**src/rtl/freq_pkg.sv**
```systemverilog
// rtl/freq_pkg.sv - shared types and sizing helpers for the frequency gate controller
package freq_pkg;

  // Measurement sequencer states
  typedef enum logic [2:0] {
    S_IDLE  = 3'd0,
    S_CLEAR = 3'd1,
    S_COUNT = 3'd2,
    S_LATCH = 3'd3,
    S_SHOW  = 3'd4
  } ctrlState_e;

  // Scalar control flags decoded from a state (enable is handled separately)
  typedef struct packed {
    logic clear;
    logic latch;
    logic done;
    logic busy;
  } ctrlFlags_s;

  // Gate counter must hold the longest gate, GATE_BASE << (2**MODE_W - 1)
  function automatic int gateCntWidth(input int gateBase, input int modeW);
    longint maxLen;
    maxLen = longint'(gateBase) << ((1 << modeW) - 1);
    return $clog2(maxLen) + 1;
  endfunction

  // Dwell counter must hold HOLD_CYCLES
  function automatic int dwellCntWidth(input int holdCycles);
    return $clog2(holdCycles) + 1;
  endfunction

  // Moore flag decode shared by the output register
  function automatic ctrlFlags_s stateFlags(input ctrlState_e s);
    ctrlFlags_s f;
    f = '0;
    case (s)
      S_IDLE:  f.clear = 1'b1;
      S_CLEAR: begin
        f.clear = 1'b1;
        f.busy  = 1'b1;
      end
      S_COUNT: f.busy = 1'b1;
      S_LATCH: begin
        f.latch = 1'b1;
        f.done  = 1'b1;
        f.busy  = 1'b1;
      end
      default: f = '0;
    endcase
    return f;
  endfunction

endpackage

```
**src/rtl/freq_gate_ctrl_gate_timer.sv**
```systemverilog
// rtl/freq_gate_ctrl_gate_timer.sv - loadable down-counter with terminal-count flag
module gate_timer #(
  parameter int CNT_W = 6
) (
  input  logic             clkControl,
  input  logic             rst,
  input  logic             load,
  input  logic [CNT_W-1:0] loadValue,
  input  logic             decrement,
  output logic             terminal
);

  logic [CNT_W-1:0] count;

  // Load wins over decrement; decrement saturates at zero so a held dwell stays expired
  always_ff @(posedge clkControl) begin
    if (rst) begin
      count <= '0;
    end else if (load) begin
      count <= loadValue;
    end else if (decrement && (count != '0)) begin
      count <= count - 1'b1;
    end
  end

  // Terminal while on the final counted cycle (1) or already expired (0)
  assign terminal = (count <= CNT_W'(1));

endmodule

```
**src/rtl/freq_gate_ctrl.sv**
```systemverilog
// rtl/freq_gate_ctrl.sv - gate-time sequencer driving counter clear/enable/latch
module freq_gate_ctrl
  import freq_pkg::*;
#(
  parameter int MODE_W      = 2,
  parameter int NUM_CH      = 4,
  parameter int GATE_BASE   = 4,
  parameter int HOLD_CYCLES = 3
) (
  input  logic              clkControl,
  input  logic              rst,
  input  logic [MODE_W-1:0] testMode,
  input  logic              modeControl,
  input  logic [NUM_CH-1:0] ch_mask,
  input  logic              hold,
  output logic [NUM_CH-1:0] enable,
  output logic              clear,
  output logic              latch,
  output logic              done,
  output logic              busy
);

  localparam int GATE_W  = gateCntWidth(GATE_BASE, MODE_W);
  localparam int DWELL_W = dwellCntWidth(HOLD_CYCLES);

  ctrlState_e        state;
  ctrlState_e        stateNext;
  logic [NUM_CH-1:0] shadowMask;
  logic [MODE_W-1:0] shadowMode;
  logic              shadowCtl;
  logic [NUM_CH-1:0] maskNext;
  logic [GATE_W-1:0] gateLen;
  logic              modeChange;
  logic              gateDone;
  logic              dwellDone;
  ctrlFlags_s        flagsNext;

  // Gate length follows the live testMode; it is only loaded while in CLEAR
  assign gateLen = GATE_W'(GATE_BASE) << testMode;

  // Any departure from the settings captured in CLEAR restarts the measurement
  assign modeChange = (testMode != shadowMode) || (modeControl != shadowCtl);

  // Mask that COUNT will use: the fresh capture on the CLEAR->COUNT edge, else the shadow
  assign maskNext = (state == S_CLEAR) ? ch_mask : shadowMask;

  gate_timer #(
    .CNT_W(GATE_W)
  ) u_gateTimer (
    .clkControl(clkControl),
    .rst       (rst),
    .load      (state == S_CLEAR),
    .loadValue (gateLen),
    .decrement (state == S_COUNT),
    .terminal  (gateDone)
  );

  gate_timer #(
    .CNT_W(DWELL_W)
  ) u_dwellTimer (
    .clkControl(clkControl),
    .rst       (rst),
    .load      (state == S_LATCH),
    .loadValue (DWELL_W'(HOLD_CYCLES)),
    .decrement (state == S_SHOW),
    .terminal  (dwellDone)
  );

  // State register
  always_ff @(posedge clkControl) begin
    if (rst) begin
      state <= S_IDLE;
    end else begin
      state <= stateNext;
    end
  end

  // Next-state logic; a mode change outranks gate or dwell expiry
  always_comb begin
    stateNext = state;
    case (state)
      S_IDLE: begin
        if (!hold) stateNext = S_CLEAR;
      end
      S_CLEAR: begin
        stateNext = S_COUNT;
      end
      S_COUNT: begin
        if (modeChange)    stateNext = S_CLEAR;
        else if (gateDone) stateNext = S_LATCH;
      end
      S_LATCH: begin
        if (modeChange) stateNext = S_CLEAR;
        else            stateNext = S_SHOW;
      end
      S_SHOW: begin
        if (modeChange)              stateNext = S_CLEAR;
        else if (dwellDone && !hold) stateNext = S_CLEAR;
      end
      default: begin
        stateNext = S_IDLE;
      end
    endcase
  end

  // Capture the measurement settings for the whole gate while in CLEAR
  always_ff @(posedge clkControl) begin
    if (rst) begin
      shadowMask <= '0;
      shadowMode <= '0;
      shadowCtl  <= 1'b0;
    end else if (state == S_CLEAR) begin
      shadowMask <= ch_mask;
      shadowMode <= testMode;
      shadowCtl  <= modeControl;
    end
  end

  assign flagsNext = stateFlags(stateNext);

  // Registered Moore outputs, decoded from the state being entered so they align with it
  always_ff @(posedge clkControl) begin
    if (rst) begin
      enable <= '0;
      clear  <= 1'b1;
      latch  <= 1'b0;
      done   <= 1'b0;
      busy   <= 1'b0;
    end else begin
      enable <= (stateNext == S_COUNT) ? maskNext : '0;
      clear  <= flagsNext.clear;
      latch  <= flagsNext.latch;
      done   <= flagsNext.done;
      busy   <= flagsNext.busy;
    end
  end

endmodule

```
**config.mk**
```make
export PLATFORM = sky130hd
export DESIGN_NAME = freq_gate_ctrl
export DESIGN_NICKNAME = d
export VERILOG_FILES = /design/src/rtl/freq_pkg.sv /design/src/rtl/freq_gate_ctrl_gate_timer.sv /design/src/rtl/freq_gate_ctrl.sv
export SDC_FILE = /design/constraint.sdc
export NUM_CORES = 1
export LEC_CHECK = 0
export BUFFER_PORTS_ARGS = -buffer_cell sky130_fd_sc_hd__buf_2
export CAP_MARGIN = 30
export CORE_MARGIN = 4
export CORE_UTILIZATION = 60
export CTS_CLUSTER_SIZE = 14
export DETAILED_ROUTE_END_ITERATION = 6
export GPL_TIMING_DRIVEN = 0
export PLACE_DENSITY = 0.86
export SLEW_MARGIN = 10
export SYNTH_ARGS = -nofsm -noshare
export SYNTH_HDL_FRONTEND = slang
export SYNTH_SLANG_ARGS = --single-unit
```
**constraint.sdc**
```tcl
create_clock -name clkControl -period 2.51 [get_ports clkControl]
set_input_delay 0.6275 -clock clkControl [delete_from_list [all_inputs] [get_ports clkControl]]
set_output_delay 0.6275 -clock clkControl [all_outputs]
set_load 0.02 [all_outputs]
```
==> results <==
- Summed over all layers, the global routing overflow is 0.
- Among all flip-flop cells after synthesis, the most frequent one is sky130_fd_sc_hd__dfxtp_1.
- For this run, the share of the core covered by cells in the final layout is 70.4%.
- The internal power is 617 uW.
- The final critical path takes up 74.3% of the cycle.
- The switching part of the total power is 30.9%.
- The die outline area is 0.00317 sq mm.
- The root cell of the clock tree is sky130_fd_sc_hd__clkbuf_4.
- The count of nets left with antenna violations after detail routing is 0.
- Summed over its instances, the top area cell type makes up 37.2% of the synthesized netlist area.
- The sequential fraction of design power is 51.5%.
- The number of unique standard cell types used by synthesis is 49.
- The average wire per standard cell is 15.8 um.
- Setup violations remaining at the end of the flow were counted as 0.
- The post-detailed-route via-to-cell ratio is 6.15.
- The count of pins over their slew limit is 0.
- Counting tap cells, the placed design contains a total of 195 instances.
- The final critical-path setup slack is 0.646 ns.
- For this configuration, the core starts out at a cell density of 63.3%.
- Across the VDD grid, the largest voltage drop is 0.000444 V.
- The placeable core area is 0.00221 sq mm.
- Setup repair after global routing left no endpoint under its margin.
- The congestion estimate from routability-driven global placement came to 0.872.
- Across the routed clock network, the largest skew measured is 0.00811 ns.
- After synthesis, the cell types taking the most area are sky130_fd_sc_hd__dfxtp_1, sky130_fd_sc_hd__ha_1, sky130_fd_sc_hd__a21oi_1.
- The top fanout value on the critical path is 10.
- The count of non-filler cells in the finished layout is 199.
- The proportion of register bits with asynchronous set or reset after synthesis is 0%.
- Pin placement for this block handled 18 I/O pins.
- In this run the static leakage power is 0.631 nW.
- After layout, the minimum clock period comes to 1.86 ns.
- The detailed router placed 1224 vias in this run.
- In the global route stage, overall resource usage came out at 20.8%.
- The total number of yosys warnings is 0.
- The insertion delay of the later-clocked pin in the worst-skew pair is 0.33 ns.
- The final hold violation count came to 0.
- After detailed routing, the number of remaining DRC violations is 0.
- In this run, post-CTS repair resized a total of 0 instances.
- The number of iterations in the first detailed-routing pass is 4.
- The worst setup slack after placement is 0.429 ns.
- The clock tree from TritonCTS is built.
- The most instantiated library cell after synthesis is sky130_fd_sc_hd__dfxtp_1.
- The ratio of cells with drive above 1 in the final layout is 24.0%.
- The flow ran to the end, and the final reports show no timing, DRC or antenna violations.
- The worst setup path is of the reg2reg kind.
- The number of global-route vias before repair was 1196.
- The die is 56.3 um wide.
- Derived from the worst setup path, the maximum achievable clock frequency is 537 MHz.
- The synthesis-stage register bit count is 26.
- The path class of the tightest hold or removal check is reg2reg.
- The reported max-cap violation count is 0.
- The count of nets after finishing is 188.
- The arrival time reported for the critical path endpoint is 2.07 ns.
- By count the netlist is led by sky130_fd_sc_hd__dfxtp_1, sky130_fd_sc_hd__nand2_1, sky130_fd_sc_hd__inv_1, sky130_fd_sc_hd__nor2_1, sky130_fd_sc_hd__a21oi_1.
- The required time reported for the critical path endpoint is 2.71 ns.
- The clock slew seen by the registers of the worst setup and hold paths is 0.15 ns.
- The antenna diode count is 0.
- The max-slew headroom at the worst pin is 53.4%.
- The overall power after layout is 892 uW.
- For this design the ratio of total power to cell area is 573 mW/mm^2.
- The die height is 56.3 um.
- Adding up every negative setup slack in the final design gives 0 ns.
- The number of buffers added to fix hold violations after cts is 0.
- The gate count of the mapped netlist is 150.
- Fill cells in the final layout number 175.
- The initial antenna violation count is 0.
- The register-to-register path setup slack is 0.65 ns.
- The area growth from synthesis to final layout is 11.2%.
- In this run, synthesis inferred 0 flip-flops with an integrated enable.
- Summed over all nets, the switching power comes to 276 uW.
- The post-CTS repair timing setup buffer count is 0.
- The initialized floorplan defines 17 standard-cell rows.
- The number of violations reported at the end of detailed-routing iteration 0 is 35.
- In this run the tool buffered the top-level ports with 17 buffer cells.
- The transition at the pin with the smallest max-transition slack is 0.698 ns.
- The HPWL after detailed placement is 2320 um.
- STA classifies the critical path endpoint as a flip-flop.
- The share of synthesized area occupied by flip-flops and latches is 37.2%.
- The TritonCTS sink count is 26.
- The maximum number of pins on one net before global-route repair is 15.
- The clock share of power is 24.4%.
- The net count of the mapped netlist is 166.
- STA classifies the critical path startpoint as a flip-flop.
- Buffers inserted during clock tree synthesis total 3.
- The maximum buffer depth of the clock tree is 2.
- The cell type contributing the most total cell area after synthesis is sky130_fd_sc_hd__dfxtp_1.
- The total number of H-tree levels is 1.
- The area of the mapped netlist is 0.00140 sq mm.
- The aggregate routed wire length is 3150 um.
- The global-route wire length before repair is 5300 um.
- The mean post-synth cell area is 9.33 sq um.
- In this run, the combinational gates consume 24.1% of the power.
==> sequential cells by signal, indices dropped and copies added (netlist names) <==
register / cells
u_dwellTimer.count: 3
u_gateTimer.count: 6
shadowMask: 4
busy: 1
shadowMode: 2
shadowCtl: 1
enable: 4
latch: 1
state: 3
clear: 1
==> cell families (layout without fill, tap and decap cells) <==
family          Yosys count  count (layout)  synth area share (%)
buf+inv                  20              41                  6.52
mux                       4               4                  2.86
simple gates             50              50                  22.4
fa+ha+maj                 6               6                  5.36
xor+xnor                  6               6                  3.75
flops                    26              26                  37.2
compound gates           38              38                  21.9
==> per-layer routing <==
layer	routed length [um]	share of wire, %	track usage, %
met3	156	4.9	2.99
met1	1350	43	26.1
met5	0	0	0
met2	1590	50	35.9
met4	55	1.7	7.80
==> placed cells by master (no fill, tap or decap), drive strengths merged, types with 2 or more instances in the layout <==
cell type,count
dfxtp,26
buf,24
nand2,11
inv,10
nor2,10
a21oi,9
nor4,8
nor3,7
clkbuf,7
o21ai,6
ha,6
mux2i,4
xor2,3
xnor2,3
o31a,3
a211oi,3
nand2b,2
nor3b,2
and3,2
a31oi,2
or3b,2
o41ai,2
a2111oi,2
==> power by group through the flow <==
| stage | Clock [mW] | Combinational (mW) | Sequential, mW |
|---|---|---|---|
| after floorplan | 0 | 0.156 | 0.470 |
| after global placement | 0 | 0.201 | 0.466 |
| after detailed placement | 0 | 0.211 | 0.468 |
| after CTS | 0.217 | 0.212 | 0.459 |
| after global routing | 0.230 | 0.235 | 0.463 |
| final | 0.217 | 0.215 | 0.460 |
==> worst max-delay path, cell delays in order (launching register included) <==
cell and delay, ns:
sky130_fd_sc_hd__dfxtp_1 0.39, sky130_fd_sc_hd__nor3b_1 0.60, sky130_fd_sc_hd__buf_2 0.36, sky130_fd_sc_hd__mux2i_1 0.32
sky130_fd_sc_hd__nor4_2 0.07
==> cell type report <==
type / count / area (sq um) / area share [%]
Multi-Input combinational cell: 104 / 788 / 50.6
Sequential cell: 26 / 520 / 33.4
Timing Repair Buffer: 17 / 85.1 / 5.47
Buffer: 10 / 53.8 / 3.46
Inverter: 10 / 37.5 / 2.41
Clock buffer: 4 / 36.3 / 2.33
Tap cell: 28 / 35.0 / 2.25
==> through the flow <==
step	area, sq um	hold slack [ns]
floorplan	1400	0.448
global placement	1520	0.455
detailed placement	1520	0.470
CTS	1560	0.489
global route	1560	0.516
finish	1560	0.484
==> final timing paths <==
path,end,cells after the start,from
hold reg to reg,shadowMode[0],2,shadowMode[0]
setup reg to reg,enable[2],4,state[0]
hold / removal,shadowMode[0],2,shadowMode[0]
setup / recovery,enable[2],4,state[0]
No activity file was read; power rests on OpenSTA's default activity.
